## config.mk

```make
export PLATFORM = sky130hd
export DESIGN_NAME = mmio_display_out
export DESIGN_NICKNAME = d
export VERILOG_FILES = /design/src/rtl/io_map_pkg.sv /design/src/rtl/dec7seg.sv /design/src/rtl/mmio_display_out.sv
export SDC_FILE = /design/constraint.sdc
export NUM_CORES = 1
export LEC_CHECK = 0
export ABC_AREA = 1
export BUFFER_PORTS_ARGS = -buffer_cell sky130_fd_sc_hd__buf_2
export CAP_MARGIN = 20
export CORE_AREA = 4 4 123 125
export CTS_BUF_LIST = sky130_fd_sc_hd__clkbuf_16
export DETAILED_ROUTE_END_ITERATION = 8
export DIE_AREA = 0 0 127 129
export GPL_TIMING_DRIVEN = 0
export MAX_ROUTING_LAYER = met4
export PLACE_DENSITY = 0.84
export SYNTH_ARGS = -nofsm -noshare
export SYNTH_HDL_FRONTEND = slang
export SYNTH_SLANG_ARGS = --single-unit
```

## constraint.sdc

```tcl
create_clock -name CLOCK_50 -period 2.69 [get_ports CLOCK_50]
set_input_delay 0.269 -clock CLOCK_50 [delete_from_list [all_inputs] [get_ports CLOCK_50]]
set_output_delay 0.269 -clock CLOCK_50 [all_outputs]
set_load 0.005 [all_outputs]
```

## src/rtl/io_map_pkg.sv

```systemverilog
// Shared IO-region address map and display constants for the CPU memory-mapped peripherals.
package io_map_pkg;

    localparam int unsigned IO_BASE_BIT = 8;
    localparam int unsigned IO_SW_BIT   = 5;

    localparam logic [2:0] OFF_LED  = 3'h1;
    localparam logic [2:0] OFF_HEXV = 3'h2;
    localparam logic [2:0] OFF_CTRL = 3'h3;
    localparam logic [2:0] OFF_WCNT = 3'h4;

    localparam logic [6:0] SEG_BLANK = 7'h7F;
    localparam logic [6:0] SEG_ZERO  = 7'h40;

endpackage

```

## src/rtl/dec7seg.sv

```systemverilog
// Hex nibble to active-low seven-segment pattern, bit order {g,f,e,d,c,b,a}.
module dec7seg (
    input  logic [3:0] nibble,
    output logic [6:0] seg
);

    always_comb begin
        seg = 7'h7F;
        case (nibble)
            4'h0: seg = 7'h40;
            4'h1: seg = 7'h79;
            4'h2: seg = 7'h24;
            4'h3: seg = 7'h30;
            4'h4: seg = 7'h19;
            4'h5: seg = 7'h12;
            4'h6: seg = 7'h02;
            4'h7: seg = 7'h78;
            4'h8: seg = 7'h00;
            4'h9: seg = 7'h10;
            4'hA: seg = 7'h08;
            4'hB: seg = 7'h03;
            4'hC: seg = 7'h46;
            4'hD: seg = 7'h21;
            4'hE: seg = 7'h06;
            4'hF: seg = 7'h0E;
            default: seg = 7'h7F;
        endcase
    end

endmodule

```

## src/rtl/mmio_display_out.sv

```systemverilog
// Memory-mapped LED / seven-segment output registers with one write per CPU store strobe,
// combinational readback, and a blinking, maskable registered display path.
module mmio_display_out
    import io_map_pkg::*;
#(
    parameter int unsigned BLINK_DIV = 12_500_000,
    parameter int unsigned WCNT_W    = 16
) (
    input  logic        CLOCK_50,
    input  logic        reset,
    input  logic        io_we,
    input  logic [31:0] addr,
    input  logic [31:0] wdata,
    output logic [31:0] rdata,
    output logic [9:0]  LEDR,
    output logic [6:0]  HEX0,
    output logic [6:0]  HEX1,
    output logic [6:0]  HEX2,
    output logic [6:0]  HEX3,
    output logic [6:0]  HEX4,
    output logic [6:0]  HEX5
);

    localparam int unsigned PRE_W = (BLINK_DIV > 1) ? $clog2(BLINK_DIV) : 1;

    logic              we_q, we_d;
    logic [9:0]        led_q, led_d;
    logic [23:0]       hexv_q, hexv_d;
    logic [5:0]        mask_q, mask_d;
    logic              blink_en_q, blink_en_d;
    logic [WCNT_W-1:0] wcnt_q, wcnt_d;
    logic [PRE_W-1:0]  presc_q, presc_d;
    logic              blink_off_q, blink_off_d;
    logic [5:0][6:0]   seg_q, seg_d;
    logic [5:0][6:0]   dec_seg;

    logic [2:0] off;
    logic       in_region;
    logic       accept;
    logic       unused_bits;

    assign off       = addr[4:2];
    assign in_region = addr[IO_BASE_BIT] & ~addr[IO_SW_BIT];
    assign unused_bits = ^{addr[31:9], addr[7:6], addr[1:0], wdata[31:24]};

    genvar g;
    generate
        for (g = 0; g < 6; g++) begin : g_dec
            dec7seg u_dec (
                .nibble (hexv_q[4*g +: 4]),
                .seg    (dec_seg[g])
            );
        end
    endgenerate

    // Rising-edge detect on the strobe: a store held high for many cycles lands once.
    always_comb begin
        we_d        = io_we;
        led_d       = led_q;
        hexv_d      = hexv_q;
        mask_d      = mask_q;
        blink_en_d  = blink_en_q;
        wcnt_d      = wcnt_q;
        presc_d     = presc_q + 1'b1;
        blink_off_d = blink_off_q;
        seg_d       = seg_q;

        accept = io_we & ~we_q & in_region
               & ((off == OFF_LED) | (off == OFF_HEXV) | (off == OFF_CTRL));

        if (accept) begin
            wcnt_d = wcnt_q + 1'b1;
            case (off)
                OFF_LED:  led_d  = wdata[9:0];
                OFF_HEXV: hexv_d = wdata[23:0];
                OFF_CTRL: begin
                    mask_d     = wdata[5:0];
                    blink_en_d = wdata[8];
                end
                default: ;
            endcase
        end

        if (presc_q == PRE_W'(BLINK_DIV - 1)) begin
            presc_d     = '0;
            blink_off_d = ~blink_off_q;
        end

        for (int unsigned i = 0; i < 6; i++) begin
            seg_d[i] = (mask_q[i] && !(blink_en_q && blink_off_q)) ? dec_seg[i] : SEG_BLANK;
        end
    end

    always_ff @(posedge CLOCK_50) begin
        if (reset) begin
            we_q        <= 1'b1;
            led_q       <= '0;
            hexv_q      <= '0;
            mask_q      <= '1;
            blink_en_q  <= 1'b0;
            wcnt_q      <= '0;
            presc_q     <= '0;
            blink_off_q <= 1'b0;
            for (int unsigned i = 0; i < 6; i++) seg_q[i] <= SEG_ZERO;
        end else begin
            we_q        <= we_d;
            led_q       <= led_d;
            hexv_q      <= hexv_d;
            mask_q      <= mask_d;
            blink_en_q  <= blink_en_d;
            wcnt_q      <= wcnt_d;
            presc_q     <= presc_d;
            blink_off_q <= blink_off_d;
            seg_q       <= seg_d;
        end
    end

    always_comb begin
        rdata = '0;
        if (in_region) begin
            case (off)
                OFF_LED:  rdata[9:0]  = led_q;
                OFF_HEXV: rdata[23:0] = hexv_q;
                OFF_CTRL: rdata[8:0]  = {blink_en_q, 2'b00, mask_q};
                OFF_WCNT: rdata[WCNT_W-1:0] = wcnt_q;
                default:  rdata = '0;
            endcase
        end
    end

    assign LEDR = led_q;
    assign HEX0 = seg_q[0];
    assign HEX1 = seg_q[1];
    assign HEX2 = seg_q[2];
    assign HEX3 = seg_q[3];
    assign HEX4 = seg_q[4];
    assign HEX5 = seg_q[5];

endmodule
```

== After elaboration in Yosys (flattened, before gate mapping) ==
Memories as Yosys holds them, arrays and structs flattened. A register that Yosys moved wholly into a read port is not among the register bits.
Cells that the tools add are included.
Storage, ports and cells
  register bits after elaboration: 125
  ROM bits: 672
  input port bits: 67
  memories kept: 6
Memory list
  (name not given): words 16, bits a word 7, read ports 1, clocked after memory_dff 1, wr ports 0, RTL line dec7seg.sv:9  | case (nibble)
  (name not given): words 16, bits a word 7, read ports 1, clocked after memory_dff 1, wr ports 0, RTL line dec7seg.sv:9
  (name not given): words 16, bits a word 7, read ports 1, clocked after memory_dff 1, wr ports 0, RTL line dec7seg.sv:9
  (name not given): words 16, bits a word 7, read ports 1, clocked after memory_dff 1, wr ports 0, RTL line dec7seg.sv:9
  (name not given): words 16, bits a word 7, read ports 1, clocked after memory_dff 1, wr ports 0, RTL line dec7seg.sv:9
  (name not given): words 16, bits a word 7, read ports 1, clocked after memory_dff 1, wr ports 0, RTL line dec7seg.sv:9
Operators by class
  $add $sub $neg: 2
  equal/unequal tests: 5
  multiplexer cells: 23
  bitwise operators: 15
  reduce and logical (&&, ||, !) cells: 18
Operator list (number)
  2-to-1 mux 4 bit: 12
  2-to-1 mux 6 bit: 6
  one-hot mux 9 bit (4 select lines): 1
  adder 24 x 1 -> 24 bit (second input constant): 1
  == test 24 bit (second input constant): 1
  2-to-1 mux 24 bit: 1
  adder 16 x 1 -> 16 bit (second input constant): 1
  OR reduction 2 bit: 7
  one-hot mux 6 bit (2 select lines): 1
  NOT 1 bit: 9
  2-to-1 mux 8 bit: 1
  logical AND 1 bit: 7
  == test 3 x 2 -> 1 bit (second input constant): 2
  AND reduction 2 bit: 3
  bitwise AND 1 bit: 4
  == test 3 x 1 -> 1 bit (second input constant): 1
  == test 3 bit (second input constant): 1
  one-hot mux 1 bit (3 select lines): 1
  bitwise OR 1 bit: 2
  logical NOT 1 bit: 1

== Longest topological paths before layout ==
  depth after elaboration: 7
  gate-level depth with buffers: 13
  depth with buffers taken out: 12

== Hierarchy ==
A second synthesis with hierarchy kept.
Unflattened totals
  cell total of the unflattened synthesis: 1061
  area total of the unflattened synthesis: 7058.0 µm²
By module, submodules not included
  mmio_display_out: instances 1, cells each 767, area an instance 5413.9 µm²
  dec7seg: instances 6, cells each 49, area an instance 274.0 µm²

== Least setup slack after synthesis ==
OpenSTA, ideal clock, no wires.
  path type: reg2reg
  from: register we_q
  to: register, netlist name g_dec[5].u_dec.seg[3]
  setup time: 0.113 ns
  data arrival time: 1.728 ns
  required time: 2.577 ns
  path slack: 0.850 ns
  stages on the path, launching flop included: 14
  clock period less this slack: 1.840 ns
  path through: dfxtp_1 -> inv_1 -> nand2_1 -> nor2_8 -> nand2_4 -> buf_4 -> nand2_1 -> nand3_1 -> inv_1 -> ha_1 -> inv_1 -> nand4_1 -> nand3_1 -> nand2_1
On the way
  longest elaborated chain between the ends: 7
Ends and longest elaborated chain
  from (decl): RTL line mmio_display_out.sv:26  | logic we_q, we_d;
  from (signal assigned): RTL line mmio_display_out.sv:106  | we_q <= we_d;
  NOT 1 bit: RTL line mmio_display_out.sv:68  | accept = io_we & ~we_q & in_region
  bitwise AND 1 bit (2 in a row): RTL line mmio_display_out.sv:68
  bitwise AND 1 bit: RTL line mmio_display_out.sv:69  | & ((off == OFF_LED) | (off == OFF_HEXV) | (off == OFF_CTRL));
  AND reduction 2 bit (no line)
  2-to-1 mux 4 bit (no line) (2 in a row)
No other way between the ends.
A chain may end at the register's enable or synchronous reset.

== Final worst setup path ==
  from: register we_q
  to: register, netlist name g_dec[2].u_dec.seg[3]
On the way
  longest elaborated chain between the ends: 7
Ends and longest elaborated chain (RTL line)
  NOT 1 bit: mmio_display_out.sv:68
  bitwise AND 1 bit (2 in a row): mmio_display_out.sv:68
  bitwise AND 1 bit: mmio_display_out.sv:69
  AND reduction 2 bit (no line)
  2-to-1 mux 4 bit (no line) (2 in a row)
No other way between the ends.

==> impl_metrics.sql <==
INSERT INTO impl_metrics (metric_group, metric, value, unit) VALUES
('finish', 'fillCellCount', '1202', ''),
('critical_path', 'critical_path.n_buffers_inverters', '4', ''),
('clocking', 'ctsLongestPathBuffers', '2', ''),
('logic_synthesis', 'synthesis.area_per_instance', '6.96', 'sq um'),
('clocking', 'ctsRootBufferMaster', 'sky130_fd_sc_hd__clkbuf_16', ''),
('clocking', 'tritoncts_clock_tree', 'yes', ''),
('hold_path', 'hp-class', 'input pin to register', ''),
('logic_synthesis', 'dominant_combinational_cell_family_by_area_after_synthesis', 'simple AND/OR/NAND/NOR gates', ''),
('routing', 'drt-total-wl', '23500', 'um'),
('critical_path', 'critPathTopFamily', 'simple AND/OR/NAND/NOR gates', ''),
('clocking', 'post-cts-setup-buffer-count', '0', ''),
('power_and_ir_drop', 'p_per_area', '519', 'nW/um^2'),
('timing', 'clock_skew', '0.00848', 'ns'),
('routing', 'drt-wirelength-per-cell', '15.5', 'um'),
('routing', 'detail_route.vias_per_cell', '5.47', ''),
('logic_synthesis', 'synth-seq-cells', '167', ''),
('clocking', 'cts_resized', '0', ''),
('logic_synthesis', 'synth_cell_type_count', '37', ''),
('floorplan', 'io-pin-count', '151', ''),
('critical_path', 'timing.critical_path.from_type', 'register', ''),
('power_and_ir_drop', 'leakagePower', '5.20', 'nW'),
('logic_synthesis', 'proportion_of_synthesized_area_in_mux_cells', '0', ''),
('floorplan', 'placementRows', '43', ''),
('routing', 'post-route-drc-count', '0', ''),
('routing', 'initialDrtViolationCount', '1096', ''),
('logic_synthesis', 'synthesis.instances', '1195', ''),
('timing', 'max_freq', '417', 'MHz'),
('logic_synthesis', 'yosys.area_share.simple', '0.344', ''),
('critical_path', 'critPathRequiredTime', '3.01', 'ns'),
('finish', 'nets', '1433', ''),
('critical_path', 'crit_type', 'register to register', ''),
('power_and_ir_drop', 'worst_ir_drop_vdd', '0.000443', 'V'),
('timing', 'setup_total_negative_slack', '0', 'ns'),
('clocking', 'number_of_buffers_added_by_the_clock_tree_synthesis_step', '17', ''),
('floorplan', 'die-area', '16400', 'sq um'),
('clocking', 'cts.sink_count', '167', ''),
('clocking', 'post_cts_hold_buffer_count', '0', ''),
('global_routing', 'grt_antenna_before_repair', '1', ''),
('placed_design', 'portBuffers', '107', ''),
('clocking', 'htreeDepth', '4', ''),
('logic_synthesis', 'yosys.area_share.adder', '0.0571', ''),
('logic_synthesis', 'synth.yosys.seq_area_share', '0.402', ''),
('routing', 'ant_nets', '0', ''),
('clocking', 'clk_transition_reported_paths', '0.06', 'ns'),
('timing', 'final_critical_path_share_of_the_clock_period', '0.890', ''),
('routing', 'routed-via-count', '8306', ''),
('timing', 'worst_pin_slew', '0.780', 'ns'),
('timing', 'fin_worst_hold_slack', '0.0502', 'ns'),
('timing', 'setup_violations', '0', ''),
('critical_path', 'crit_fanout', '10', ''),
('logic_synthesis', 'synth_area', '8320', 'sq um'),
('global_routing', 'grt_pass1_vias', '7821', ''),
('finish', 'drive_above_1_share', '0.141', ''),
('critical_path', 'crit_arrival', '2.72', 'ns'),
('run', 'maxCapViolations', '0', ''),
('finish', 'most-common-layout-cells', 'sky130_fd_sc_hd__nand2_1 (334), sky130_fd_sc_hd__inv_1 (177), sky130_fd_sc_hd__dfxtp_1 (167), sky130_fd_sc_hd__nand3_1 (120), sky130_fd_sc_hd__buf_2 (114)', ''),
('logic_synthesis', 'yosys_warnings', '0', ''),
('timing', 'final-hold-violation-count', '0', ''),
('global_routing', 'largest_net_degree_at_the_start_of_global_routing', '17', ''),
('critical_path', 'critPathCaptureType', 'register', ''),
('global_routing', 'global_route_wire_length_before_repair', '37200', 'um'),
('global_routing', 'globalRouteOverflowTotal', '0', ''),
('outcome', 'run_status', 'completed', ''),
('logic_synthesis', 'synth-compound-area-share', '0.0789', ''),
('placed_design', 'gp_congestion', '0.942', ''),
('routing', 'drt_pre_antenna_iters', '7', ''),
('floorplan', 'die_h', '129', 'um'),
('critical_path', 'cpMaxStageDelayCell', 'sky130_fd_sc_hd__dfxtp_1', ''),
('timing', 'slew_headroom', '0.480', ''),
('floorplan', 'floorplan.initialDensity', '0.600', ''),
('floorplan', 'die_x', '127', 'um');
## state kept, by name (all words and copies together), names as in the netlist
name / count
g_dec.u_dec.seg: 42
hexv_q: 24
presc_q: 24
wcnt_q: 16
LEDR: 10
HEX0: 7
HEX1: 7
HEX2: 7
HEX3: 7
HEX4: 7
HEX5: 7
mask_q: 6
blink_en_q: 1
blink_off_q: 1
we_q: 1
## worst register-to-register path, delay by kind of cell (launching register included)
family,cells,cell delay [ns]
and+or+nand+nor,8,1.18
adders and majority gates,1,0.25
buffers and inverters,4,0.57
DFF,1,0.30
## power breakdown
part	switching, mW	internal, mW	total (mW)
clock	0.959	1.34	2.29
sequential	0.00798	2.49	2.50
combinational	0.156	0.0648	0.221
total	1.12	3.89	5.01
## metrics by stage
stage | instance area, sq um | power [mW] | std cells | setup slack, ns | util
after global placement | 9110 | 2.76 | 1489 | 0.317 | 0.656
after floorplan | 8350 | 2.67 | 1202 | 0.850 | -
after global routing | 9660 | 5.16 | 1519 | 0.163 | 0.696
after detailed placement | 9110 | 2.76 | 1489 | 0.305 | 0.656
after CTS | 9650 | 5.01 | 1518 | 0.366 | 0.695
final | 9660 | 5.01 | 1519 | 0.295 | 0.696
## cell families (layout without fill, tap and decap cells)
| kind of cell | Yosys count | count (layout) |
|---|---|---|
| buf+inv | 222 | 358 |
| flops | 167 | 167 |
| simple gates | 638 | 638 |
| other cells | 1 | 9 |
| fa+ha+maj | 38 | 38 |
| compound gates | 120 | 120 |
| xor+xnor | 9 | 9 |
## worst paths after layout
path | start | end | cells past startpoint | slack, ns
worst max register to register | we_q | g_dec[2].u_dec.seg[3] | 13 | 0.29
worst min register to register | g_dec[4].u_dec.seg[6] | HEX4[6] | 2 | 0.41
worst max-delay path | we_q | g_dec[2].u_dec.seg[3] | 13 | 0.29
worst min-delay path | io_we | we_q | 2 | 0.05
## layer usage
layer,part of all wire,GRT usage,vias up
met4,0.045,0.158,0
li1,-,-,4046
met1,0.40,0.352,3725
met3,0.097,0.0722,96
met5,0,-,-
met2,0.46,0.457,439
## cells in the mapped netlist
cell,instances,share of area
sky130_fd_sc_hd__a31oi_1,1,0.00075
sky130_fd_sc_hd__nand2_4,2,0.0027
sky130_fd_sc_hd__nand2_1,334,0.15
sky130_fd_sc_hd__clkbuf_1,16,0.0072
sky130_fd_sc_hd__a21oi_1,34,0.020
sky130_fd_sc_hd__o21ai_0,57,0.034
sky130_fd_sc_hd__a211oi_1,4,0.0036
sky130_fd_sc_hd__clkinv_1,3,0.0014
sky130_fd_sc_hd__o211ai_1,7,0.0063
sky130_fd_sc_hd__nor2_8,2,0.0048
sky130_fd_sc_hd__inv_2,7,0.0032
sky130_fd_sc_hd__inv_1,173,0.078
sky130_fd_sc_hd__o22ai_1,5,0.0038
sky130_fd_sc_hd__a41oi_1,3,0.0032
sky130_fd_sc_hd__and3_1,1,0.00075
sky130_fd_sc_hd__nand2_2,3,0.0023
sky130_fd_sc_hd__xnor2_1,4,0.0042
sky130_fd_sc_hd__nor3_1,14,0.0084
sky130_fd_sc_hd__nand3_2,6,0.0072
sky130_fd_sc_hd__ha_1,38,0.057
sky130_fd_sc_hd__nand3b_1,8,0.0072
sky130_fd_sc_hd__or2_2,2,0.0015
sky130_fd_sc_hd__nand3_1,120,0.072
sky130_fd_sc_hd__nand4_1,39,0.029
sky130_fd_sc_hd__nor2_1,93,0.042
sky130_fd_sc_hd__o21ai_1,6,0.0036
sky130_fd_sc_hd__nor2_2,5,0.0038
sky130_fd_sc_hd__buf_2,7,0.0042
sky130_fd_sc_hd__conb_1,1,0.00045
sky130_fd_sc_hd__xor2_1,5,0.0053
sky130_fd_sc_hd__nor2_4,7,0.0095
sky130_fd_sc_hd__dfxtp_1,167,0.40
sky130_fd_sc_hd__nor3b_1,2,0.0018
sky130_fd_sc_hd__o221ai_1,1,0.0011
sky130_fd_sc_hd__buf_4,16,0.014
sky130_fd_sc_hd__o21ai_2,1,0.0011
sky130_fd_sc_hd__o21bai_1,1,0.00090
## cell type report
| cell class | count | area (sq um) | area share |
|---|---|---|---|
| repair buffers | 107 | 536 | 0.0555 |
| inverters | 183 | 687 | 0.0711 |
| well taps | 180 | 225 | 0.0233 |
| plain buffers | 39 | 215 | 0.0223 |
| clock inverters | 12 | 118 | 0.0122 |
| clock buffers | 17 | 425 | 0.0441 |
| flip-flops and latches | 167 | 3340 | 0.346 |
| diodes | 1 | 2.50 | 0.000259 |
| multi-input cells | 813 | 4100 | 0.425 |
(Power assumes the default switching activity.)
